## src/rtl/cla_sum_pipe.sv

```systemverilog
// Three-stage pipelined carry-lookahead sum stage with valid/ready flow control.
// Optional: define CLA_OVF_FLAG_EN to add the registered signed-overflow output ovf.
module cla_sum_pipe #(
  parameter int WIDTH = 64,
  parameter int GROUP = 4
) (
  input  logic             clk,
  input  logic             rst,
  input  logic             in_valid,
  output logic             in_ready,
  input  logic [WIDTH-1:0] g,
  input  logic [WIDTH-1:0] p,
  input  logic [WIDTH-1:0] t,
  input  logic             cin,
  output logic             out_valid,
  input  logic             out_ready,
  output logic [WIDTH-1:0] sum,
  output logic             cout
`ifdef CLA_OVF_FLAG_EN
  ,
  output logic             ovf
`endif
);

  localparam int NG = WIDTH / GROUP;

  logic stall;
  logic accept;

  logic             s1_valid;
  logic [WIDTH-1:0] s1_g, s1_p, s1_t;
  logic             s1_cin;
  logic [NG-1:0]    s1_gg, s1_gp;

  logic             s2_valid;
  logic [WIDTH-1:0] s2_g, s2_p, s2_t;
  logic [NG:0]      s2_gc;

  logic [NG-1:0]    grp_g_d, grp_p_d;
  logic [NG:0]      grp_c_d;
  logic [WIDTH-1:0] sum_d;
  logic             msb_c_d;

  assign stall    = out_valid & ~out_ready;
  assign in_ready = ~stall;
  assign accept   = in_valid & in_ready;

  // Group generate/propagate, folded from the lowest bit of each group upward
  always_comb begin
    logic gacc, pacc;
    gacc    = 1'b0;
    pacc    = 1'b1;
    grp_g_d = '0;
    grp_p_d = '0;
    for (int j = 0; j < NG; j++) begin
      gacc = 1'b0;
      pacc = 1'b1;
      for (int k = 0; k < GROUP; k++) begin
        gacc = g[j*GROUP+k] | (p[j*GROUP+k] & gacc);
        pacc = pacc & p[j*GROUP+k];
      end
      grp_g_d[j] = gacc;
      grp_p_d[j] = pacc;
    end
  end

  // Lookahead across groups; entry NG is the carry out of the whole word
  always_comb begin
    logic cacc;
    cacc    = s1_cin;
    grp_c_d = '0;
    for (int j = 0; j < NG; j++) begin
      grp_c_d[j] = cacc;
      cacc       = s1_gg[j] | (s1_gp[j] & cacc);
    end
    grp_c_d[NG] = cacc;
  end

  // Per-bit carries restart from each group's lookahead carry
  always_comb begin
    logic cacc;
    cacc    = 1'b0;
    msb_c_d = 1'b0;
    sum_d   = '0;
    for (int j = 0; j < NG; j++) begin
      cacc = s2_gc[j];
      for (int k = 0; k < GROUP; k++) begin
        sum_d[j*GROUP+k] = s2_t[j*GROUP+k] ^ cacc;
        if (j*GROUP+k == WIDTH-1) msb_c_d = cacc;
        cacc = s2_g[j*GROUP+k] | (s2_p[j*GROUP+k] & cacc);
      end
    end
  end

  // All stages advance together unless the output is held by the consumer
  always_ff @(posedge clk) begin
    if (rst) begin
      s1_valid  <= 1'b0;
      s2_valid  <= 1'b0;
      out_valid <= 1'b0;
      sum       <= '0;
      cout      <= 1'b0;
`ifdef CLA_OVF_FLAG_EN
      ovf       <= 1'b0;
`endif
    end else if (!stall) begin
      s1_valid  <= accept;
      s1_g      <= g;
      s1_p      <= p;
      s1_t      <= t;
      s1_cin    <= cin;
      s1_gg     <= grp_g_d;
      s1_gp     <= grp_p_d;
      s2_valid  <= s1_valid;
      s2_g      <= s1_g;
      s2_p      <= s1_p;
      s2_t      <= s1_t;
      s2_gc     <= grp_c_d;
      out_valid <= s2_valid;
      sum       <= sum_d;
      cout      <= s2_gc[NG];
`ifdef CLA_OVF_FLAG_EN
      ovf       <= s2_gc[NG] ^ msb_c_d;
`endif
    end
  end

`ifndef CLA_OVF_FLAG_EN
  logic unused_msb;
  assign unused_msb = msb_c_d;
`endif

endmodule

```

## config.mk

```make
export PLATFORM = sky130hd
export DESIGN_NAME = cla_sum_pipe
export DESIGN_NICKNAME = d
export VERILOG_FILES = /design/src/rtl/cla_sum_pipe.sv
export SDC_FILE = /design/constraint.sdc
export NUM_CORES = 1
export LEC_CHECK = 0
export CAP_MARGIN = 20
export CORE_UTILIZATION = 40
export CTS_CLUSTER_DIAMETER = 80
export DETAILED_ROUTE_END_ITERATION = 6
export GPL_TIMING_DRIVEN = 0
export PLACE_DENSITY = 0.65
export SYNTH_ARGS = -nofsm -noshare
export SYNTH_HDL_FRONTEND = slang
export SYNTH_SLANG_ARGS = --single-unit
```

## constraint.sdc

```tcl
create_clock -name clk -period 13.7 [get_ports clk]
set_input_delay 2.055 -clock clk [delete_from_list [all_inputs] [get_ports clk]]
set_output_delay 2.055 -clock clk [all_outputs]
set_load 0.03 [all_outputs]
```

[Word level (Yosys, flattened, before mapping)]
Cells that the tools add are included.
Cells by class
  add/subtract/negate cells: 0
  multiply operators: 0
  divide/modulo/power cells: 0
  $lt $le $gt $ge: 0
  equal/unequal tests: 0
  shift operators: 0
  muxes and demuxes: 0
  bitwise operators: 341
  reduce and logical (&&, ||, !) cells: 1
Operators by type and width (number)
  1-bit bitwise AND: 162
  1-bit OR: 112
  1-bit bitwise XOR: 64
  1-bit NOT: 3
  2-bit AND reduction: 1
Storage, ports and cells
  register bits after elaboration: 498
  latch bits: 0
  memory bits (writable): 0
  memory bits (read-only): 0
  memories kept: 0

[Logic depth before layout (Yosys ltp)]
Gate-level depths: netlist of the first run.
  depth after elaboration: 32
  mapped depth: 6

[Least setup slack after synthesis of the first run]
Ideal clock, no wire load.
  path type: input-to-reg
  start point: input out_ready
  end point: register s1_cin (enable)
  data arrival time: 6.798 ns
  path slack: 6.329 ns
  stages on the path: 4
  buffers on the path: 2
  cell sequence: nor2b_1 > buf_2 > nor2_4 > buf_2
Between the ends
  cells in the longest elaborated chain, start to end: 4
RTL lines
  from (decl): line 16  | input logic out_ready,
  1-bit NOT: line 44  | assign stall = out_valid & ~out_ready;
  1-bit bitwise AND: line 44
  1-bit NOT (no line)
  2-bit AND reduction (no line)
  to (signal assigned): line 111  | s1_cin <= cin;
  to (decl): line 32  | logic s1_cin;
Every way passes these cells.
A chain may end at the register's enable or synchronous reset.

[Final worst setup path of the first run]
  start point: input out_ready
  end point: output in_ready
Between the ends
  cells in the longest elaborated chain, start to end: 3
RTL lines
  1-bit NOT: line 44
  1-bit bitwise AND: line 44
  1-bit NOT (no line)
  to (decl): line 10  | output logic in_ready,
Every way passes these cells.

==> results of run 1 <==
[state kept, by name (all words and copies together), names as in the netlist]
register	cells
s1_gp	16
s1_gg	16
s2_valid	1
s1_valid	1
s1_t	64
s1_p	48
s1_cin	1
s2_t	64
s2_gc	17
s2_g	48
sum	64
cout	1
s1_g	48
s2_p	48
out_valid	1
[final timing paths]
| path | endpoint | slack, ns | depth (start not counted) |
|---|---|---|---|
| worst max-delay path | in_ready | 7.62 | 6 |
| worst max register to register | s1_g[28] | 10.90 | 6 |
| worst min-delay path | s2_g[61] | 0.41 | 0 |
| worst min register to register | s2_g[61] | 0.41 | 0 |
[through the flow]
step                      std cells  hold WS, ns  area [um2]  power [mW]  utilization [%]
final                          1708       0.4119       19960       3.087            54.14
after global placement         1621       0.4006       18320       1.858            49.68
after detailed placement       1624       0.4045       18410       1.855            49.93
after CTS                      1707       0.4150       19960       3.124            54.13
after floorplan                 855       0.4003       15060       1.724                -
after global routing           1707       0.4169       19960       3.193            54.13
[cells by family after synthesis]
logic type | share of synthesized area (%)
buf+inv | 0.7060
flops | 82.79
simple gates | 5.183
compound gates | 7.600
xor+xnor | 3.721
[synthesized netlist by cell type, types with 3 or more instances]
cell | count | area (um2)
edfxtp_1 | 370 | 11110
nand2_1 | 74 | 277.8
a22o_1 | 16 | 140.1
a211oi_1 | 16 | 120.1
buf_2 | 10 | 50.05
o21bai_1 | 3 | 22.52
and4_1 | 16 | 140.1
nor2b_1 | 17 | 106.4
a21oi_1 | 55 | 275.3
a21o_1 | 39 | 292.8
xnor2_1 | 32 | 280.3
nor2_1 | 24 | 90.09
nand2b_1 | 16 | 100.1
o21ai_1 | 19 | 95.09
dfxtp_1 | 68 | 1361
xor2_1 | 32 | 280.3
clkbuf_1 | 9 | 33.78
a21oi_2 | 17 | 148.9
inv_1 | 5 | 18.77
[power breakdown]
| group | total [mW] | leakage, nW | switching [mW] | internal, mW |
|---|---|---|---|---|
| Combinational | 0.248 | 2.16 | 0.128 | 0.120 |
| Sequential | 1.57 | 4.17 | 0.0317 | 1.54 |
| Clock | 1.26 | 0.769 | 0.490 | 0.774 |
[worst reg2reg max path: stages, from the launching register on]
cell     delay (ns)
dfxtp_1        0.30
nor2b_1        0.17
buf_2          0.24
nor2_4         0.32
buf_8          0.44
buf_16         0.39
buf_16         0.45
[layout make-up]
type | instances | area (um2) | area share, %
Multi-Input combinational cell | 392 | 2486 | 12.45
Buffer | 19 | 93.84 | 0.4701
Clock buffer | 57 | 1244 | 6.230
Timing Repair Buffer | 265 | 2705 | 13.55
Tap cell | 504 | 630.6 | 3.159
Inverter | 6 | 22.52 | 0.1128
Antenna cell | 1 | 2.502 | 0.01254
Sequential cell | 438 | 12470 | 62.48
Clock inverter | 26 | 305.3 | 1.529
[metal layers]
layer,vias up,share of wire [%],routed length [um]
met5,-,0,0
met2,237,49,15080
met1,3895,42,12750
met3,49,6.4,1972
met4,0,2.6,799
li1,3855,-,-
==> results.cfg, run 1 <==
[outcome]
status = finished clean

[clock_tree]
cts_made_buffers = 45
hold_buffers = 0
cts.sink_count = 438
cts.htree.levels = 2
cts_root_buf = clkbuf_16
post_cts_buffers = 0
worst_setup_hold_path_clk_slew_ns = 0.06
cts_tree = yes
cts-root-to-sink-buffers = 3
clock_latency_on_the_worst_skew_pair_ns = 0.56
postCtsResizedCells = 0

[route]
detail_route.first_pass.iterations = 5
vias = 8036
routed_wl_mm = 30.60
wl_cell_um = 17.92
drc_errors = 0
drt_iter0_markers = 435
vias_per_cell = 4.705
drt.antenna.violating_nets = 0

[sta]
maxSlewHeadroom_pct = 53.21
finalWorstSetupSlack_ns = 7.618
fin_worst_skew_ns = 0.01276
tightestPinTransition_ns = 0.7019
fin_crit_sh_pct = 44.39
final-hold-violation-count = 0
period_minus_slack_ns = 6.082
rsz_0062_raised_after_global_routing = false
timing.final.max_slew_violations = 0
report.final.setup_viol = 0
maxClockFrequency_mhz = 164.4
setup_tns_ns = 0

[pwr]
power.static_leakage_nw = 7.098
vdd_ir_drop_max_v = 0.00009238
power_density_nw_per_um2 = 154.6

[placement]
io_buffers = 262
final_weighted_congestion_in_routability_driven_placement = 0.8070
place_hpwl_mm = 21.23
dp_worst_setup_slack_ns = 7.543

[logic_synthesis]
ys_types = 32
postSynth.asyncResetShare_pct = 0
synth_seq_cells = 438
syn-instance-count = 855
mappedNetlistArea_um2 = 15060
synthesis.yosys.warnings = 0
post_synth.cell_area_avg_um2 = 17.62
syn-num-nets = 1052
edff_count_synth = 370
synth-main-ff-cell = edfxtp_1
ys_seq_area_share_pct = 82.79

[global_routing]
grt_util_all_layers_pct = 16.07
global_route.usage.met1_pct = 20.23
met2_usage_pct = 26.70
grt_antenna_before_repair = 1
grt-ovfl-total = 0
grt_start_max_net_pins = 123
gr-usage-met3_pct = 3.696
grt_first_pass_wirelength_mm = 45.99
globalRoute.busiestLayer = met2
number_of_global_route_vias_before_repair = 8289

[worst_setup_path]
max_fanout_on_critical_path = 10
critPathArrivalTime_ns = 4.03
rr_startpoint = out_valid
worst_setup_path_startpoint = out_ready
critPathSlowestCell = clkdlybuf4s50_1
critPathTopFamily = buffers and inverters
timing.critical_path.cells = clkdlybuf4s50_1 > nor2b_1 > inv_2 > buf_2 > buf_2 > clkdlybuf4s50_1
critical_path_buf_inv_count = 5
worst-setup-path-type = input pin to primary output
endpoint_kind = primary output
cpPeakStageDelay_ns = 0.73
worstPathRequired_ns = 11.64
cp-start-kind = input pin

[final_layout]
layout.cells.most_common_list = edfxtp_1, clkdlybuf4s50_1, nand2_1
most_common_cell_after_layout_fill_and_taps_aside = edfxtp_1
fillerInstances = 2982
area_growth_syn_to_layout_pct = 32.51
total_nets_final = 1364
share_of_post_route_cells_with_drive_strength_above_1_pct = 8.645

[die]
initial_utilization_pct = 40.86
fp.dieW_um = 196.1
pin_count = 264
dieArea_um2 = 38440
fp.coreArea_um2 = 36870
placementRows = 70
dieHeight_um = 196.1

[flow_run]
max_cap_violations = 0

[min_path]
hold_start = s1_g[61]
worst_hold_path_type = register to register
Power figures use the tool's default switching activity.
==> run 2: changes to the inputs <==
Settings changed: PLACE_DENSITY 0.65 to 0.68.
Clock period 13.7 ns to 5.2 ns, I/O delays scaled along.
==> results.cfg, run 2 (synthesized netlist as in run 1, its figures left out) <==
[worst_setup_path]
timing.critical_path.cells = clkdlybuf4s50_1 > nor2b_1 > inv_2 > buf_2 > buf_2 > clkdlybuf4s50_1
critPathArrivalTime_ns = 2.75
critPathTopFamily = buffers and inverters
endpoint_kind = primary output
worstPathRequired_ns = 4.42
worst-setup-path-type = input pin to primary output
cp-start-kind = input pin
critPathSlowestCell = clkdlybuf4s50_1
cpPeakStageDelay_ns = 0.74
critical_path_stages = 6
critical_path_buf_inv_count = 5
reg2reg_path_depth = 6
max_fanout_on_critical_path = 10

[sta]
setup_tns_ns = 0
maxSlewHeadroom_pct = 52.99
finalWorstSetupSlack_ns = 1.673
period_minus_slack_ns = 3.527
final-hold-violation-count = 0
timing.final.max_slew_violations = 0
maxClockFrequency_mhz = 283.5
fin_worst_skew_ns = 0.02582
timing.hold.ws_ns = 0.4117
rsz_0062_raised_after_global_routing = false
fin_crit_sh_pct = 67.82
report.final.setup_viol = 0
tightestPinTransition_ns = 0.7051

[min_path]
worstHoldPathCells = 0
worst_hold_path_type = register to register

[flow_run]
max_cap_violations = 0

[route]
drt_iter0_markers = 373
vias_per_cell = 4.642
drt.antenna.violating_nets = 0
drc_errors = 0
vias = 7934
wl_cell_um = 18.00
routed_wl_mm = 30.77
detail_route.first_pass.iterations = 4

[clock_tree]
cts_made_buffers = 46
cts.htree.levels = 2
hold_buffers = 0
cts_tree = yes
cts-root-to-sink-buffers = 3
clock_latency_on_the_worst_skew_pair_ns = 0.57
postCtsResizedCells = 0
cts_root_buf = clkbuf_16
post_cts_buffers = 0
cts.sink_count = 438
worst_setup_hold_path_clk_slew_ns = 0.06

[global_routing]
grt_antenna_before_repair = 0
grt-ovfl-total = 0
grt_util_all_layers_pct = 16.05
grt_start_max_net_pins = 129
number_of_global_route_vias_before_repair = 8034
grt_first_pass_wirelength_mm = 45.78

[final_layout]
total_nets_final = 1365
most_common_cell_after_layout_fill_and_taps_aside = edfxtp_1
layout.cells.most_common_list = edfxtp_1, clkdlybuf4s50_1, nand2_1
fillerInstances = 2961
share_of_post_route_cells_with_drive_strength_above_1_pct = 8.133
multi_input_area_um2 = 2486
reg.largest.list = s1_t (64), s2_t (64), sum (64)
area_growth_syn_to_layout_pct = 31.64
antenna_cells_inserted = 0
register_area_um2 = 12470

[die]
fp.dieW_um = 196.1
initial_utilization_pct = 40.86
dieArea_um2 = 38440
fp.coreArea_um2 = 36870
dieHeight_um = 196.1
placementRows = 70
pin_count = 264

[pwr]
power_density_nw_per_um2 = 397.1
vdd_ir_drop_max_v = 0.0002581
power.static_leakage_nw = 7.018
fin_total_pwr_mw = 7.875

[placement]
io_buffers = 262
final_weighted_congestion_in_routability_driven_placement = 0.8056
dp_worst_setup_slack_ns = 1.434
place_hpwl_mm = 21.11

[outcome]
status = finished clean
[run 2: per-layer routing]
| layer | global-route usage, % | routed length, um | up-vias |
|---|---|---|---|
| li1 | - | - | 3856 |
| met1 | 20.34 | 13210 | 3809 |
| met2 | 26.65 | 15080 | 213 |
| met3 | 3.644 | 1627 | 56 |
| met4 | 6.626 | 855 | 0 |
| met5 | 0 | 0 | - |
[run 2: metrics by stage]
stage	util (%)	std cells	cell area (um2)
after floorplan	-	855	15070
after global placement	49.68	1621	18320
after detailed placement	49.93	1624	18410
after CTS	53.78	1709	19830
after global routing	53.78	1709	19830
final	53.78	1709	19830
[run 2: final cells by class]
cell class | instances | area share, %
well taps | 504 | 3.180
clock buffers | 56 | 6.151
flip-flops and latches | 438 | 62.89
repair buffers | 265 | 13.64
multi-input cells | 392 | 12.54
plain buffers | 19 | 0.4732
inverters | 6 | 0.1136
clock inverters | 29 | 1.016
[run 2: power by group]
| part | internal, mW | total [mW] | switching [mW] |
|---|---|---|---|
| Sequential | 4.07 | 4.15 | 0.0842 |
| Combinational | 0.317 | 0.650 | 0.333 |
| Clock | 1.77 | 3.07 | 1.30 |
| Total | 6.15 | 7.87 | 1.72 |
[run 2: path summary, 6_finish.rpt]
| kind | from | slack [ns] | end |
|---|---|---|---|
| worst max-delay path | out_ready | 1.67 | in_ready |
| worst min-delay path | s1_p[60] | 0.41 | s2_p[60] |
| worst max register to register | out_valid | 2.37 | s2_t[30] |
| worst min register to register | s1_p[60] | 0.41 | s2_p[60] |
[run 2: worst reg2reg max path, cell delays in order (launching register included)]
cell	delay [ns]
dfxtp_1	0.30
nor2b_1	0.16
buf_2	0.23
nor2_4	0.32
buf_8	0.46
buf_16	0.39
buf_16	0.51
